--- src/rtl/debug_stepper.sv ---
// ---------------------------------------------------------------------------
// debug_stepper
//   Single-step / burst-run controller for a debug-attached processor core.
//   Operator requests (asynchronous) are synchronized and turned into
//   one-cycle cpu_clk_en pulses. The processor status that follows each pulse
//   is snapshotted. An exception flag parks the block in TRAP until the
//   operator issues a processor reset.
//
// Ports
//   clk, reset          : clock and synchronous active-high block reset
//   step_req            : single step (rising edge)
//   run_req, halt_req   : continuous run while run_req=1 and halt_req=0 (levels)
//   rst_req             : processor reset request (rising edge), highest priority
//   ovr_req             : arm the interrupt override for the next step (rising edge)
//   run_limit[15:0]     : steps per run burst, 0 = unlimited
//   pcactual/x31/idata  : processor status, valid the cycle after cpu_clk_en
//   invalid..branch_fail: processor exception flags, sampled with the status
//   cpu_clk_en          : one-cycle step enable to the processor
//   cpu_reset           : processor reset, 4 cycles long
//   override            : interrupt override, coincident with one cpu_clk_en
//   snap_pc/x31/idata   : status captured after the last step
//   trap_cause[4:0]     : {invalid,readerror,writeerror,outofbound,branch_fail}
//   step_count[31:0]    : steps issued since the last reset (wraps)
//   state[2:0]          : IDLE=0 PULSE=1 CAPTURE=2 TRAP=3 CPURST=4
// ---------------------------------------------------------------------------
module debug_stepper (
   input  logic        clk,
   input  logic        reset,
   input  logic        step_req,
   input  logic        run_req,
   input  logic        halt_req,
   input  logic        rst_req,
   input  logic        ovr_req,
   input  logic [15:0] run_limit,
   input  logic [31:0] pcactual,
   input  logic [31:0] x31,
   input  logic [31:0] idata,
   input  logic        invalid,
   input  logic        readerror,
   input  logic        writeerror,
   input  logic        outofboundaccess,
   input  logic        branch_fail,
   output logic        cpu_clk_en,
   output logic        cpu_reset,
   output logic        override,
   output logic [31:0] snap_pc,
   output logic [31:0] snap_x31,
   output logic [31:0] snap_idata,
   output logic [4:0]  trap_cause,
   output logic [31:0] step_count,
   output logic [2:0]  state
);

   typedef enum logic [2:0] {
      IDLE    = 3'd0,
      PULSE   = 3'd1,
      CAPTURE = 3'd2,
      TRAP    = 3'd3,
      CPURST  = 3'd4
   } state_t;

   state_t      r_state;
   state_t      w_state_nxt;

   // request bit order inside the synchronizer: {ovr, rst, halt, run, step}
   logic [4:0]  w_req_raw;
   logic [4:0]  r_sync1;
   logic [4:0]  r_sync2;
   logic [2:0]  r_prev;          // {ovr, rst, step} delayed for edge detect

   logic        w_step_edge;
   logic        w_rst_edge;
   logic        w_ovr_edge;
   logic        w_run;
   logic        w_halt;
   logic        w_run_ok;
   logic        w_run_cont;

   logic [4:0]  w_flags;
   logic        w_trap;

   logic [15:0] r_burst;
   logic [1:0]  r_rst_cnt;
   logic        r_ovr_pend;
   logic        r_run_done;

   logic [31:0] r_step_count;
   logic [31:0] w_step_count_nxt;
   logic [31:0] r_snap_pc;
   logic [31:0] r_snap_x31;
   logic [31:0] r_snap_idata;
   logic [4:0]  r_trap_cause;

   // ------------------------------------------------------------------
   // Request synchronizers and edge detectors
   // ------------------------------------------------------------------
   assign w_req_raw = {ovr_req, rst_req, halt_req, run_req, step_req};

   always_ff @(posedge clk) begin
      if (reset) begin
         r_sync1 <= '0;
         r_sync2 <= '0;
         r_prev  <= '0;
      end else begin
         r_sync1 <= w_req_raw;
         r_sync2 <= r_sync1;
         r_prev  <= {r_sync2[4], r_sync2[3], r_sync2[0]};
      end
   end

   assign w_step_edge = r_sync2[0] & ~r_prev[0];
   assign w_rst_edge  = r_sync2[3] & ~r_prev[1];
   assign w_ovr_edge  = r_sync2[4] & ~r_prev[2];
   assign w_run       = r_sync2[1];
   assign w_halt      = r_sync2[2];
   assign w_run_ok    = w_run & ~w_halt;

   // burst continues while below the limit; a zero limit never stops it
   assign w_run_cont  = w_run_ok & ((run_limit == 16'd0) | (r_burst < run_limit));

   assign w_flags = {invalid, readerror, writeerror, outofboundaccess, branch_fail};
   assign w_trap  = |w_flags;

   // ------------------------------------------------------------------
   // FSM: state register
   // ------------------------------------------------------------------
   always_ff @(posedge clk) begin
      if (reset) r_state <= IDLE;
      else       r_state <= w_state_nxt;
   end

   // ------------------------------------------------------------------
   // FSM: next state. A rst edge beats everything, including TRAP.
   // ------------------------------------------------------------------
   always_comb begin
      w_state_nxt = r_state;
      if (w_rst_edge) begin
         w_state_nxt = CPURST;
      end else begin
         unique case (r_state)
            IDLE: begin
               // r_run_done keeps a finished bounded burst from restarting
               // while run_req is still held high
               if (w_step_edge || (w_run_ok && !r_run_done))
                  w_state_nxt = PULSE;
            end
            PULSE:   w_state_nxt = CAPTURE;
            CAPTURE: begin
               if (w_trap)          w_state_nxt = TRAP;
               else if (w_run_cont) w_state_nxt = PULSE;
               else                 w_state_nxt = IDLE;
            end
            TRAP:    w_state_nxt = TRAP;
            CPURST:  if (r_rst_cnt == 2'd3) w_state_nxt = IDLE;
            default: w_state_nxt = IDLE;
         endcase
      end
   end

   // ------------------------------------------------------------------
   // FSM: outputs
   // ------------------------------------------------------------------
   always_comb begin
      cpu_clk_en = 1'b0;
      cpu_reset  = 1'b0;
      override   = 1'b0;
      unique case (r_state)
         PULSE: begin
            cpu_clk_en = 1'b1;
            override   = r_ovr_pend;
         end
         CPURST:  cpu_reset = 1'b1;
         default: ;
      endcase
   end

   // ------------------------------------------------------------------
   // Datapath
   // ------------------------------------------------------------------
   // step_count is rewritten every cycle (hold included) so a value placed
   // into the register from outside is carried forward normally.
   always_comb begin
      w_step_count_nxt = r_step_count;
      if (w_rst_edge)             w_step_count_nxt = '0;
      else if (r_state == PULSE)  w_step_count_nxt = r_step_count + 32'd1;
   end

   always_ff @(posedge clk) begin
      if (reset) begin
         r_step_count <= '0;
         r_burst      <= '0;
         r_rst_cnt    <= '0;
         r_ovr_pend   <= 1'b0;
         r_run_done   <= 1'b0;
         r_snap_pc    <= '0;
         r_snap_x31   <= '0;
         r_snap_idata <= '0;
         r_trap_cause <= '0;
      end else begin
         r_step_count <= w_step_count_nxt;

         if (r_state == IDLE && w_state_nxt == PULSE) r_burst <= '0;
         else if (r_state == PULSE)                   r_burst <= r_burst + 16'd1;

         // counts cycles spent in CPURST; restarts on a repeated rst edge
         if (r_state == CPURST && !w_rst_edge) r_rst_cnt <= r_rst_cnt + 2'd1;
         else                                  r_rst_cnt <= '0;

         // one armed override at most; consumed by the pulse it rides on
         if (w_rst_edge)                        r_ovr_pend <= 1'b0;
         else if (r_state == PULSE && r_ovr_pend) r_ovr_pend <= 1'b0;
         else if (w_ovr_edge)                   r_ovr_pend <= 1'b1;

         if (!w_run)
            r_run_done <= 1'b0;
         else if (r_state == CAPTURE && w_state_nxt == IDLE && w_run_ok)
            r_run_done <= 1'b1;

         if (w_rst_edge) begin
            r_snap_pc    <= '0;
            r_snap_x31   <= '0;
            r_snap_idata <= '0;
            r_trap_cause <= '0;
         end else if (r_state == CAPTURE) begin
            r_snap_pc    <= pcactual;
            r_snap_x31   <= x31;
            r_snap_idata <= idata;
            if (w_trap) r_trap_cause <= w_flags;
         end
      end
   end

   assign snap_pc    = r_snap_pc;
   assign snap_x31   = r_snap_x31;
   assign snap_idata = r_snap_idata;
   assign trap_cause = r_trap_cause;
   assign step_count = r_step_count;
   assign state      = r_state;

endmodule

--- config.mk ---
export PLATFORM = sky130hd
export DESIGN_NAME = debug_stepper
export DESIGN_NICKNAME = d
export VERILOG_FILES = /design/src/rtl/debug_stepper.sv
export SDC_FILE = /design/constraint.sdc
export NUM_CORES = 1
export LEC_CHECK = 0
export BUFFER_PORTS_ARGS = -buffer_cell sky130_fd_sc_hd__buf_2
export CAP_MARGIN = 20
export CORE_AREA = 2 2 116 118
export DETAILED_ROUTE_END_ITERATION = 8
export DIE_AREA = 0 0 118 120
export PLACE_DENSITY = 0.84
export SLEW_MARGIN = 20
export SYNTH_ARGS = -nofsm -noshare
export SYNTH_HDL_FRONTEND = slang
export SYNTH_SLANG_ARGS = --single-unit
export TNS_END_PERCENT = 1
--- constraint.sdc ---
create_clock -name clk -period 3.6 [get_ports clk]
set_input_delay 0.36 -clock clk [delete_from_list [all_inputs] [get_ports clk]]
set_output_delay 0.36 -clock clk [all_outputs]
set_load 0.02 [all_outputs]
==> impl_metrics.json <==
{
  "finalHoldViolCount": 0,
  "ant_nets": 0,
  "worstHoldEndpoint": "r_sync1[1]$_SDFF_PP0_",
  "synth-main-ff-cell": "dfxtp_1",
  "rrSetupSlack_ps": 1250,
  "hold_class": "primary input to flop",
  "drtIter0Drc": 423,
  "grt_antenna_before_repair": 0,
  "area_delta_synth_final_pct": 30.6,
  "cts_setup_buffers": 0,
  "holdWs_ps": 152,
  "wire_per_inst_microns": 13.8,
  "ys_warn_count": 0,
  "clockBufferDepth": 2,
  "synth_cell_types": 39,
  "grt_pass1_vias": 5776,
  "clk_latency_ps": 420,
  "dieArea_sq_mm": 0.0142,
  "powerDensity_mw_per_mm2": 486,
  "synth_common_cells": "nand2_1, dfxtp_1, a21oi_1, nor2_1, clkbuf_1",
  "clockRootBuffer": "clkbuf_16",
  "grt_overflow": 0,
  "fin_worst_skew_ps": 7.53,
  "post-dp-hpwl_mm": 11.6,
  "clkPwrFrac_pct": 43.3,
  "dp_cells": 1198,
  "status": "complete, no violations",
  "vias": 6179,
  "p_seq_share_pct": 46.7,
  "routed_wl_mm": 16.9,
  "synth_top_area_share_pct": 51.2,
  "avgViaCountPerCell": 5.03,
  "n_fill_cell": 1100,
  "start_util_pct": 50.9,
  "cp_max_fo": 12,
  "fin_crit_ps": 2350,
  "rsz0062_at_grt": "no",
  "port_buffers": 262,
  "postLayoutCoreUtil_pct": 66.5,
  "yosys_register_bits": 169,
  "max_cap_viol_count": 0,
  "crit_path_start": "state[0]$_SDFF_PP0_",
  "peakVddDrop_v": 0.000275,
  "die_x_microns": 118,
  "grt_max_degree": 114,
  "slew_headroom_pct": 29.8,
  "core-area_sq_mm": 0.0130,
  "synth-edff-count": 0,
  "ios": 263,
  "synth_area_sq_mm": 0.00661,
  "layout-drive-gt1-share_pct": 28.4,
  "syn_inst": 798,
  "tightest_slew_ps": 1050,
  "p_comb_share_pct": 10.0,
  "cts_tree": "done",
  "min_from": "run_req",
  "ys_async_sr_fraction_pct": 0,
  "setup_viol": 0,
  "cts_resized": 0,
  "final.setup.tns_ps": 0,
  "grt_pass1_wl_mm": 27.3,
  "required_ps": 3970,
  "cts_hold_buf": 0,
  "cts_max_level": 4,
  "cp-start-kind": "flop",
  "finalNonFillerCells": 1229,
  "power.switching_mw": 0.996,
  "hold_depth": 2,
  "fin_crit_sh_pct": 65.2,
  "grtUsageTotal_pct": 23.7,
  "intPower_mw": 3.20,
  "route.detailed.drc": 0,
  "synth_top_cell_by_area": "dfxtp_1",
  "synth.avg_cell_area_sq_um": 8.28,
  "drtPass1Iterations": 4,
  "timing.rr.end": "step_count[26]$_SDFFE_PP0P_",
  "antennaDiodeCount": 0,
  "yosysSeqAreaShare_pct": 51.2,
  "fmax_mhz": 426,
  "syn-num-nets": 940,
  "reg2reg_depth": 5,
  "critical_path_class": "flop to flop",
  "final_nets": 1183,
  "cts_buffers": 17,
  "endpoint_kind": "flop",
  "ys_top_cells_by_area": "dfxtp_1, nand2_1, a21oi_1",
  "num_rows": 42,
  "regToRegStartpoint": "state[0]$_SDFF_PP0_",
  "clk_pin_slew_ps": 60,
  "slew_violations": 0,
  "die_h_microns": 120,
  "cp.arrival_ps": 2710,
  "cts_num_sinks": 169,
  "swShare_pct": 23.7,
  "p_leak_nw": 3.87,
  "yosysMostFrequentCell": "nand2_1",
  "gp_congestion": 0.813
}
[layout by cell type (no fill, tap or decap), drive strengths merged, types with 4 or more instances in the layout]
master	count
a21oi	111
a22oi	5
and3	7
and4	5
buf	265
clkbuf	24
dfxtp	169
ha	18
inv	22
nand2	214
nand3	14
nand4	21
nor2	60
nor2b	14
nor3	6
nor4	7
o21ai	9
or3	6
or4	4
xnor2	9
xor2	30
[critical path, stage by stage (launching register included)]
cell	delay (ps)
dfxtp_1	440
or3b_4	520
nor4_4	680
nand3_4	140
or4_1	430
nand2_1	80
[worst max-delay path by stage]
| stage | endpoint | slack, ps | cells past startpoint |
|---|---|---|---|
| 2_1_floorplan | step_count[26]$_SDFFE_PP0P_ | 1480 | 5 |
| 3_3_place_gp | step_count[26]$_SDFFE_PP0P_ | 1330 | 5 |
| 3_5_place_dp | step_count[26]$_SDFFE_PP0P_ | 1270 | 5 |
| 4_1_cts | step_count[26]$_SDFFE_PP0P_ | 1250 | 5 |
| 5_1_grt | step_count[26]$_SDFFE_PP0P_ | 1130 | 5 |
| 6_report | step_count[26]$_SDFFE_PP0P_ | 1250 | 5 |
[state kept, by name (all words and copies together), names as in the netlist]
name	count
r_burst	16
trap_cause	5
r_run_done	1
r_ovr_pend	1
r_sync2	5
state	3
snap_x31	32
r_prev	3
r_rst_cnt	2
r_sync1	5
snap_idata	32
step_count	32
snap_pc	32
[power groups by stage]
stage / combinational (mW) / clock [mW] / sequential [mW]
final: 0.418 / 1.82 / 1.96
after global routing: 0.459 / 1.95 / 1.97
after floorplan: 0.187 / 0 / 2.06
after CTS: 0.419 / 1.85 / 1.96
after global placement: 0.411 / 0 / 2.00
after detailed placement: 0.415 / 0 / 2.00
[cell type report]
cell class	instances	area (sq um)	share of cell area, %
Sequential cell	169	3380	39.2
Inverter	22	82.6	0.957
Clock inverter	7	118	1.36
Multi-Input combinational cell	566	3010	34.9
Tap cell	176	220	2.55
Timing Repair Buffer	265	1350	15.6
Clock buffer	24	472	5.47
[per-layer routing]
layer | track usage (%) | up-vias | share of wire, % | wire, microns
met5 | 0 | - | 0 | 0
met4 | 10.2 | 0 | 2.5 | 421
met3 | 6.18 | 42 | 5.7 | 968
met2 | 40.8 | 202 | 50 | 8450
met1 | 28.0 | 2802 | 42 | 7070
li1 | - | 3133 | - | -
[kinds of logic after synthesis]
| kind of cell | count (synthesis) | share of synthesized area (%) |
|---|---|---|
| xor gates and xnor gates | 39 | 5.17 |
| AOI/OAI and AO/OA | 139 | 11.3 |
| buffers and inverters | 63 | 3.58 |
| adders and majority gates | 18 | 3.41 |
| DFF | 169 | 51.2 |
| and+or+nand+nor | 370 | 25.3 |
[through the flow]
stage          worst slack [ps]  power, mW  instance area (sq um)
2_1_floorplan              1480       2.24                   6610
3_3_place_gp               1330       2.41                   8040
3_5_place_dp               1270       2.41                   8040
4_1_cts                    1250       4.23                   8630
5_1_grt                    1130       4.37                   8630
6_report                   1250       4.19                   8630
Note: power is estimated with default switching activity, not from simulation.
